## config.mk

```make
export PLATFORM = sky130hd
export DESIGN_NAME = octal_request_encoder_flat
export DESIGN_NICKNAME = d
export VERILOG_FILES = /design/src/rtl/octal_request_encoder_if.sv /design/src/rtl/octal_request_encoder.sv /design/src/flat_wrapper.sv
export SDC_FILE = /design/constraint.sdc
export NUM_CORES = 1
export LEC_CHECK = 0
export CORE_MARGIN = 1
export CORE_UTILIZATION = 40
export DETAILED_ROUTE_END_ITERATION = 12
export PLACE_DENSITY_LB_ADDON = 0.1
export SYNTH_ARGS = -nofsm -noshare
export SYNTH_HDL_FRONTEND = slang
export SYNTH_SLANG_ARGS = --single-unit
```

## constraint.sdc

```tcl
create_clock -name clk -period 2.3 [get_ports clk]
set_input_delay 0.345 -clock clk [delete_from_list [all_inputs] [get_ports clk]]
set_output_delay 0.345 -clock clk [all_outputs]
set_load 0.01 [all_outputs]
```

## src/rtl/octal_request_encoder_if.sv

```systemverilog
// Handshake bundle for the octal request encoder: request vector in, code stream out.
interface octal_request_encoder_if;
  logic       req_vld;
  logic       req_rdy;
  logic [7:0] req;
  logic       code_vld;
  logic       code_rdy;
  logic [2:0] code;
  logic       code_last;
  logic       zero_pulse;

  // Encoder side
  modport slave (
    input  req_vld, req, code_rdy,
    output req_rdy, code_vld, code, code_last, zero_pulse
  );

  // Source/sink side
  modport master (
    output req_vld, req, code_rdy,
    input  req_rdy, code_vld, code, code_last, zero_pulse
  );
endinterface

```

## src/rtl/octal_request_encoder.sv

```systemverilog
// Sequential 8-to-3 encoder: latches a multi-hot request word and serialises the
// index of every set bit, one per output handshake, in a fixed priority order.
module octal_request_encoder #(
  parameter bit MSB_FIRST = 1'b0
) (
  input  logic                      clk,
  input  logic                      rst_n,
  octal_request_encoder_if.slave    bus
);

  localparam logic [0:0] IDLE  = 1'b0;
  localparam logic [0:0] DRAIN = 1'b1;

  logic [0:0] state_reg;
  logic [0:0] state_next;
  logic [7:0] pend_reg;
  logic [7:0] pend_next;
  logic       zero_pulse_reg;

  logic [2:0] prio_idx;
  logic [7:0] clear_mask;
  logic       one_left;
  logic       in_drain;
  logic       accept;
  logic       take;

  assign in_drain = (state_reg == DRAIN);
  assign accept   = bus.req_vld && !in_drain;
  assign take     = in_drain && bus.code_rdy;

  // Priority index of the pending bits; the last match in scan order wins.
  always_comb begin
    prio_idx = 3'd0;
    if (MSB_FIRST) begin
      for (int i = 0; i < 8; i++) begin
        if (pend_reg[i]) prio_idx = 3'(i);
      end
    end else begin
      for (int i = 7; i >= 0; i--) begin
        if (pend_reg[i]) prio_idx = 3'(i);
      end
    end
  end

  // One-hot mask of the bit being serviced this cycle.
  generate
    for (genvar gi = 0; gi < 8; gi++) begin : g_clear
      assign clear_mask[gi] = (prio_idx == 3'(gi));
    end
  endgenerate

  // Exactly one pending bit: clearing the lowest set bit leaves nothing.
  assign one_left = (pend_reg != 8'd0) && ((pend_reg & (pend_reg - 8'd1)) == 8'd0);

  // Output decode depends only on registered state and pend, never on code_rdy/req.
  assign bus.req_rdy    = !in_drain;
  assign bus.code_vld   = in_drain;
  assign bus.code       = in_drain ? prio_idx : 3'd0;
  assign bus.code_last  = in_drain && one_left;
  assign bus.zero_pulse = zero_pulse_reg;

  // Next-state and pending-bit update for accept (IDLE) and handshake (DRAIN).
  always_comb begin
    state_next = state_reg;
    pend_next  = pend_reg;
    case (state_reg)
      IDLE: begin
        if (accept) begin
          pend_next = bus.req;
          if (bus.req != 8'd0) state_next = DRAIN;
        end
      end
      DRAIN: begin
        if (take) begin
          pend_next = pend_reg & ~clear_mask;
          if (one_left) state_next = IDLE;
        end
      end
      default: begin
        state_next = IDLE;
        pend_next  = 8'd0;
      end
    endcase
  end

  // State, pending bits and the zero-vector flag; reset discards any remaining codes.
  always_ff @(posedge clk or negedge rst_n) begin
    if (!rst_n) begin
      state_reg      <= IDLE;
      pend_reg       <= 8'd0;
      zero_pulse_reg <= 1'b0;
    end else begin
      state_reg      <= state_next;
      pend_reg       <= pend_next;
      zero_pulse_reg <= accept && (bus.req == 8'd0);
    end
  end

endmodule

```

## src/flat_wrapper.sv

```systemverilog
// flat-port wrapper written by rule: the top's interface ports become plain ports
module octal_request_encoder_flat 
#(
  parameter bit MSB_FIRST = 1'b0
)
  (clk, rst_n, bus_req_vld, bus_req, bus_code_rdy, bus_req_rdy, bus_code_vld, bus_code, bus_code_last, bus_zero_pulse);
  octal_request_encoder_if bus_i ();
  input  logic clk;
  input  logic rst_n;
  input wire logic [$bits(bus_i.req_vld)-1:0] bus_req_vld;
  input wire logic [$bits(bus_i.req)-1:0] bus_req;
  input wire logic [$bits(bus_i.code_rdy)-1:0] bus_code_rdy;
  output wire logic [$bits(bus_i.req_rdy)-1:0] bus_req_rdy;
  output wire logic [$bits(bus_i.code_vld)-1:0] bus_code_vld;
  output wire logic [$bits(bus_i.code)-1:0] bus_code;
  output wire logic [$bits(bus_i.code_last)-1:0] bus_code_last;
  output wire logic [$bits(bus_i.zero_pulse)-1:0] bus_zero_pulse;
  assign bus_i.req_vld = bus_req_vld;
  assign bus_i.req = bus_req;
  assign bus_i.code_rdy = bus_code_rdy;
  assign bus_req_rdy = bus_i.req_rdy;
  assign bus_code_vld = bus_i.code_vld;
  assign bus_code = bus_i.code;
  assign bus_code_last = bus_i.code_last;
  assign bus_zero_pulse = bus_i.zero_pulse;
  octal_request_encoder #(.MSB_FIRST(MSB_FIRST)) u_core (.clk(clk), .rst_n(rst_n), .bus(bus_i));
endmodule
```

; ---- Yosys cells after proc, flatten, opt, wreduce, memory -nomap -nowiden
; Index checks and enable logic that the tools add are counted.
[op_classes]
n_eq_ne = 9
reduce_logical = 12
bitwise = 4
n_addsub = 1
mux = 17
[ops]
columns = cell, count
row1 = $mux 3, 9
row2 = $and 8x8->8, 2
row3 = $logic_not 8->1, 2
row4 = $mux 8, 2
row5 = $pmux 8 s2, 1
row6 = $reduce_bool 8->1, 2
row7 = $eq 3x3->1 const B, 4
row8 = $not 8->8, 1
row9 = $sub 8x1->8 const B, 1
row10 = $eq 3x2->1 const B, 2
row11 = $logic_and 1x1->1, 5
row12 = $mux 1, 4
row13 = $eq 3x1->1 const B, 1
row14 = $logic_not 3->1, 1
row15 = $ne 2x1->1 const B, 1
row16 = $ne 2x2->1 const B, 1
row17 = $pmux 1 s2, 1
row18 = $reduce_and 2->1, 1
row19 = $logic_not 1->1, 1
row20 = $not 1->1, 1
[totals]
regBits = 10
output_inout_bits = 7
elab_cells = 46
input_bits = 12

; ---- Depth between registers and ports, before layout
; Gate-level depths: netlist of the first run.
[logic_depth]
ltp_word = 13
depth_mapped = 6
mapped_depth_nobuf = 5

; ---- Least setup slack after synthesis of the first run
; OpenSTA, ideal clock, no wires.
[synth_timing]
path_kind = register to output
startpoint = register u_core.pend_reg[2]
endpoint = output port bus_code_last
t_arrival_ns = 1.451
n_path_buf = 1
required_ns = 1.955
slack_ns = 0.504
path_stages_with_launch = 6
cell_sequence = dfrtp_1 > buf_6 > nor4_4 > nand2_2 > a2bb2oi_2 > a2111oi_4
[synth_between]
elab_chain_len = 5
word_cells_on_any_way = 6
cone_classes = add/sub (1) / bitwise (1) / reduce/logical (4)
[synth_lines]
columns = element, line
row1 = from (decl), octal_request_encoder.sv:16  ; logic [7:0] pend_reg;
row2 = from (signal assigned), octal_request_encoder.sv:94  ; pend_reg <= pend_next;
row3 = $sub 8x1->8, octal_request_encoder.sv:53  ; assign one_left = (pend_reg != 8'd0) && ((pend_reg & (pend_reg - 8'd1)) == 8'd0);
row4 = $and 8x8->8, octal_request_encoder.sv:53
row5 = $logic_not 8->1, octal_request_encoder.sv:53
row6 = $logic_and 1x1->1 *, octal_request_encoder.sv:53
row7 = $logic_and 1x1->1 *, octal_request_encoder.sv:59  ; assign bus.code_last = in_drain && one_left;
row8 = to (decl), flat_wrapper.sv:16  ; output wire logic [$bits(bus_i.code_last)-1:0] bus_code_last;
; Every way passes the cells marked *; elsewhere a longest branch is shown, timed or not.

; ---- Worst setup path in the final report of the first run
[layout_timing]
startpoint = register u_core.pend_reg[0]
endpoint = output port bus_code[1]
[layout_between]
elab_chain_len = 2
[layout_lines]
columns = element, line
row1 = $mux 3, octal_request_encoder.sv:40  ; if (pend_reg[i]) prio_idx = 3'(i);
row2 = $mux 3, octal_request_encoder.sv:58  ; assign bus.code = in_drain ? prio_idx : 3'd0;
row3 = to (decl), flat_wrapper.sv:15  ; output wire logic [$bits(bus_i.code)-1:0] bus_code;
; Every way passes these cells.

==> results of run 1 <==
## synthesized netlist by cell type
cell type / number
dfrtp_1: 10
nand2_1: 10
nor2_1: 8
clkbuf_1: 6
a21oi_1: 5
inv_1: 3
mux2i_1: 3
nand3_1: 3
o21ai_1: 3
a22o_1: 2
nor2b_1: 2
nor3_1: 2
nor4_1: 2
o21ai_0: 2
o31ai_1: 2
a2111oi_4: 1
a21o_1: 1
a21oi_2: 1
a22oi_1: 1
a2bb2oi_2: 1
a31oi_1: 1
and3_1: 1
buf_6: 1
nand2_2: 1
nor2_2: 1
nor4_4: 1
o211ai_1: 1
o21a_1: 1
o21bai_1: 1
o311a_1: 1
o311ai_1: 1
o31a_1: 1
## metrics by stage
| stage | total power [mW] | cells | hold WS, ps | instance area (sq um) | utilization (%) |
|---|---|---|---|---|---|
| after floorplan | 0.9006 | 80 | 49.41 | 688.2 | - |
| after global placement | 1.299 | 117 | 615.0 | 929.6 | 59.63 |
| after detailed placement | 1.310 | 117 | 619.3 | 929.6 | 59.63 |
| after CTS | 1.442 | 120 | 412.8 | 960.9 | 61.64 |
| after global routing | 1.535 | 120 | 434.5 | 965.9 | 61.96 |
| final | 1.427 | 120 | 396.4 | 965.9 | 61.96 |
## worst min path at each step
stage	end	slack, ps	cells past startpoint
6_report	u_core.bus.zero_pulse	400	1
3_5_place_dp	u_core.pend_reg[7]	620	2
3_3_place_gp	u_core.pend_reg[0]	620	1
4_1_cts	u_core.pend_reg[0]	410	1
2_1_floorplan	u_core.bus.code_vld	50	0
5_1_grt	u_core.pend_reg[0]	430	1
## cell type report
type	count	area share, %
multi-input combinational	60	41.58
sequential	10	26.42
timing repair buffer	28	26.42
clock buffer	3	2.332
tap	16	2.073
inverter	3	1.166
## logic make-up (layout without fill, tap and decap cells)
group / Yosys count / in the layout / synth area share [%]
and+or+nand+nor: 31 / 31 / 22.91
AOI/OAI and AO/OA: 26 / 26 / 29.82
DFF: 10 / 10 / 36.36
buffers and inverters: 10 / 34 / 6.545
muxes: 3 / 3 / 4.364
## power by group
| group | total, mW | switching (mW) | internal, mW |
|---|---|---|---|
| logic | 0.943 | 0.439 | 0.504 |
| clock network | 0.118 | 0.0576 | 0.0604 |
| registers | 0.366 | 0.122 | 0.244 |
## layer usage
| layer | routed length (um) | up-vias | share of wire [%] |
|---|---|---|---|
| li1 | - | 339 | - |
| met5 | 0 | - | 0 |
| met4 | 0 | 0 | 0 |
| met2 | 869 | 38 | 48 |
| met1 | 765 | 325 | 42 |
| met3 | 173 | 0 | 9.6 |
==> results.md, run 1 <==
* Outcome: finished with violations
* Failing checks: design-rule violations
* Worst Path Buf+Inv at 3
* IO buf count at 18
* Post-Syn Instances at 80
* Crit-path slowest cell: clkdlybuf4s50_1
* Most used routing layer: met2
* Root Driver: clkbuf_4
* Setup crit end kind: output pin
* Setup bufs post-CTS at 0
* Die ar. at 0.001890 sq mm
* Largest net degree at the start of global routing at 14
* R2R depth at 6
* RSZ-0062 raised after global routing: false
* Critical Path Sink: bus_code[1]
* Remaining Overflow, GRT at 0
* Routed len/inst at 15.06 um
* Area of the core at roughly 0.0016 sq mm
* Top-area cell type share of the netlist area at 36.36%
* Initial antenna violation count at 0
* First-pass DRT Iterations at 8
* CTS tree: built
* Post-Route WL at 1807 um
* Clock transition at path regs at 60 ps
* Syn avg cell area at approximately 8.6 sq um
* Worst R2R End: u_core.bus.code_vld
* Relative slew margins at a little over two thirds
* Max Cap Viol at 0
* Worst hold path type: primary input to async pin
* Detailed placement HPWL at 1446 um
* R2R setup slack at 600 ps
* Hold buffers post-CTS at 0
* Final period util at 95.22%
* Area contributors post-synth: dfrtp_1, nand2_1, mux2i_1, nor2_1, a2111oi_4
* Antenna-violating nets left at 0
* Fmax at about 460 MHz
* P&R area growth vs syn at 40.36%
* Worst setup startpoint: u_core.pend_reg[0]
* GP Congestion at 0.8530
* # fillers at 140
* Max VDD drop at 0.8235 mV
* CTS Sinks at 10
* Final Max Tran Viols at 0
* Critical Path AT at between 1500 and 2000 ps
* Initial cell density of the core at roughly 44%
* GR Util met1 at a little under 30%
* Setup TNS at 0 ps
* Netlist cell types at 32
* Tightest Pin Transition at 455.9 ps
* Final Hold Fails at 0
* Cell taking the most area after synthesis: dfrtp_1
* H-tree depth at 1
* Lkg Pwr at 0.4403 nW
* CP max stage delay at 530 ps
* GRT met3 Usage at under 10%
* Most frequent cells in the layout: clkdlybuf4s50_1, nand2_1, buf_4
* WS Path Type: flip-flop to output pin
* Syn nets at about 90
* CP Launch Type: flip-flop
* Yosys warnings at 0
* Mapped Area at 688.2 sq um
* Remaining DRCs at 2
* Detailed Route Iter0 Violations at 51
* Vias after detailed routing at around 700
* WP depth at 5
* Setup ws final at 110.0 ps
* FF/Latch Area at 255.2 sq um
* Final Critical Period at approximately 2200 ps
* CP top delay family: buffers and inverters
* Antenna fix cells at 0
* NumNets Final at 118
* Layout cells sized above 1 at 25.00%
* Maximum clock path buffer count at 2
* CP dominant cell by count: buf_4
* Seq cells post-synth at 10
* PwrDens at 1478 mW/mm^2
* Chip Height at 43.48 um
* Multi-input logic area at 401.6 sq um
* Vias in the first global route at roughly 650
* Insertion delay to the later sink of the worst-skew pair at 260 ps
* Site Rows at 14
* Most common cell after layout, fill and taps aside: clkdlybuf4s50_1
* Die W at 43.48 um
* Via/cell ratio at 5.850
* Largest register FFs at 8
* DP Worst Slack at -12.31 ps
* Met2 Resource Use GR at between 30% and 40%
* R2R Path Start: u_core.pend_reg[2]
* Overall routing resource usage at 22.30%
* WP data required at 1960 ps
* CP max FO at 5
* Sequential fraction of the synthesis area at 36.36%
* First-pass GRT wire length at 3063 um
* Io pins at 19
* CTS Buf Count at 3
* Setup violators final at 0
* Setup Skew at about 1.2 ps
* Crit-path cells: buf_4 -> nor2_1 -> buf_4 -> and3_1 -> clkdlybuf4s50_1
* CTS resizes at 7
No activity file was read; power rests on OpenSTA's default activity.
==> run 2, diff against run 1 <==
Settings changed: CORE_MARGIN 1 to 2.
==> results.md, run 2 (same netlist as run 1, synthesis figures left out) <==
* WP data required at 1960 ps
* Finished Layout Cells at about 120
* Maximum clock path buffer count at 2
* Setup bufs post-CTS at 0
* Most common cell after layout, fill and taps aside: clkdlybuf4s50_1
* Die ar. at 0.002068 sq mm
* Final Critical Period at 2162 ps
* First-pass DRT Iterations at 4
* Routed len/inst at 14.57 um
* Antenna fix cells at 0
* PwrDens at 1459 mW/mm^2
* Tightest Pin Transition at 492.3 ps
* Largest register FFs at 8
* IO buf count at 18
* Max Cap Viol at 0
* Setup crit end kind: output pin
* Remaining DRCs at 0
* Die W at 45.48 um
* H-tree depth at 1
* Final Max Tran Viols at 0
* Crit-path cells: buf_4 -> nor2_1 -> buf_4 -> and3_1 -> clkdlybuf4s50_1
* Final period util at 93.98%
* Clock transition at path regs at 60 ps
* First-pass GRT wire length at slightly above 3000 um
* CP dominant cell by count: buf_4
* Largest net degree at the start of global routing at 14
* CP Launch Type: flip-flop
* Layout cells sized above 1 at approximately a quarter
* Vias in the first global route at 698
* Relative slew margins at between 60 and 70%
* Setup TNS at 0 ps
* Cell area after layout at 970.9 sq um
* CTS tree: built
* Vias after detailed routing at 712
* P&R area growth vs syn at 41.09%
* Multi-input logic area at 397.9 sq um
* Io pins at 19
* CP max FO at 4
* GP Congestion at 0.9158
* # fillers at about 140
* Setup violators final at 0
* RSZ-0062 raised after global routing: false
* Chip Height at ~45 um
* Max VDD drop at 0.7448 mV
* Initial antenna violation count at 0
* Initial cell density of the core at 44.14%
* Final Hold Fails at 0
* Site Rows at 14
* Critical Path AT at around 1800 ps
* Fmax at 462.6 MHz
* Placed Cells at about 120
* Detailed placement HPWL at between 1000 and 1500 um
* R2R setup slack at between 600 and 700 ps
* Root Driver: clkbuf_4
* Antenna-violating nets left at 0
* Hold buffers post-CTS at 0
* CTS Buf Count at 3
* Crit-path slowest cell: clkdlybuf4s50_1
* Via/cell ratio at 5.836
* WS Path Type: flip-flop to output pin
* Area of the core at 0.001559 sq mm
* Overall routing resource usage at 21.34%
* NumNets Final at 120
* Setup Skew at 3.849 ps
* CP max stage delay at between 500 and 600 ps
* Most frequent cells in the layout: clkdlybuf4s50_1, buf_4, nand2_1
* Worst hold path type: primary input to async pin
* Lkg Pwr at about 0.44 nW
* Outcome: finished, final reports clean
* Insertion delay to the later sink of the worst-skew pair at 260 ps
* Cell Area, Placed at 944.7 sq um
* Remaining Overflow, GRT at 0
* FF/Latch Area at 252.7 sq um
* CTS Sinks at 10
* Detailed Route Iter0 Violations at 4
* Post-Route WL at 1778 um
[run 2: changes by cell type in the layout (fill, tap and decap cells not counted), sizes merged]
cell | before | now
buf | 10 | 12
dlygate4sd2 | 0 | 1
dlymetal6s2s | 2 | 1
[run 2: where the power goes]
part / switching, mW / internal, mW
Clock: 0.0537 / 0.0601
Sequential: 0.112 / 0.242
Combinational: 0.437 / 0.512
[run 2: critical path: cells and delay by family, from the launching register on]
kind	cells	cell delay, ps
DFF	1	440
and+or+nand+nor	2	270
buffers and inverters	3	850
[run 2: path summary, 6_finish.rpt]
check                                       to  cells after the start          startpoint
setup / recovery                   bus_code[1]                      5  u_core.pend_reg[0]
hold / removal              u_core.pend_reg[2]                      1               rst_n
setup reg to reg           u_core.bus.code_vld                      6  u_core.pend_reg[3]
hold reg to reg             u_core.pend_reg[6]                      2  u_core.pend_reg[6]
max in group asynchronous   u_core.pend_reg[6]                      1               rst_n
min in group clk            u_core.pend_reg[6]                      2  u_core.pend_reg[6]
[run 2: per-stage QoR]
step	util, %	hold slack, ps	setup WS, ps	power (mW)
after global routing	62.28	435.1	3.043	1.543
after CTS	61.88	402.5	4.500	1.416
after detailed placement	60.59	617.1	44.47	1.327
final	62.28	393.7	138.5	1.416
after global placement	60.59	605.4	65.88	1.325
after floorplan	-	49.41	503.9	0.9006
[run 2: per-layer routing]
layer  wire, um  global-route usage, %  vias up
met5          0                      0        -
met4         20                  3.529        0
met3         86                  8.333        4
met2        829                  32.68       28
met1        842                  28.61      334
li1           -                      -      346
[run 2: area by class of cell]
class / instances / area share [%]
multi-input cells: 60 / 40.98
flip-flops and latches: 10 / 26.03
clock buffers: 3 / 2.320
inverters: 3 / 1.160
repair buffers: 30 / 27.45
well taps: 16 / 2.062
[run 2: timing repair]
action,CTS,global route
pin swaps,0,1
endpoints found under the setup margin,2,3
gates resized for setup,2,6
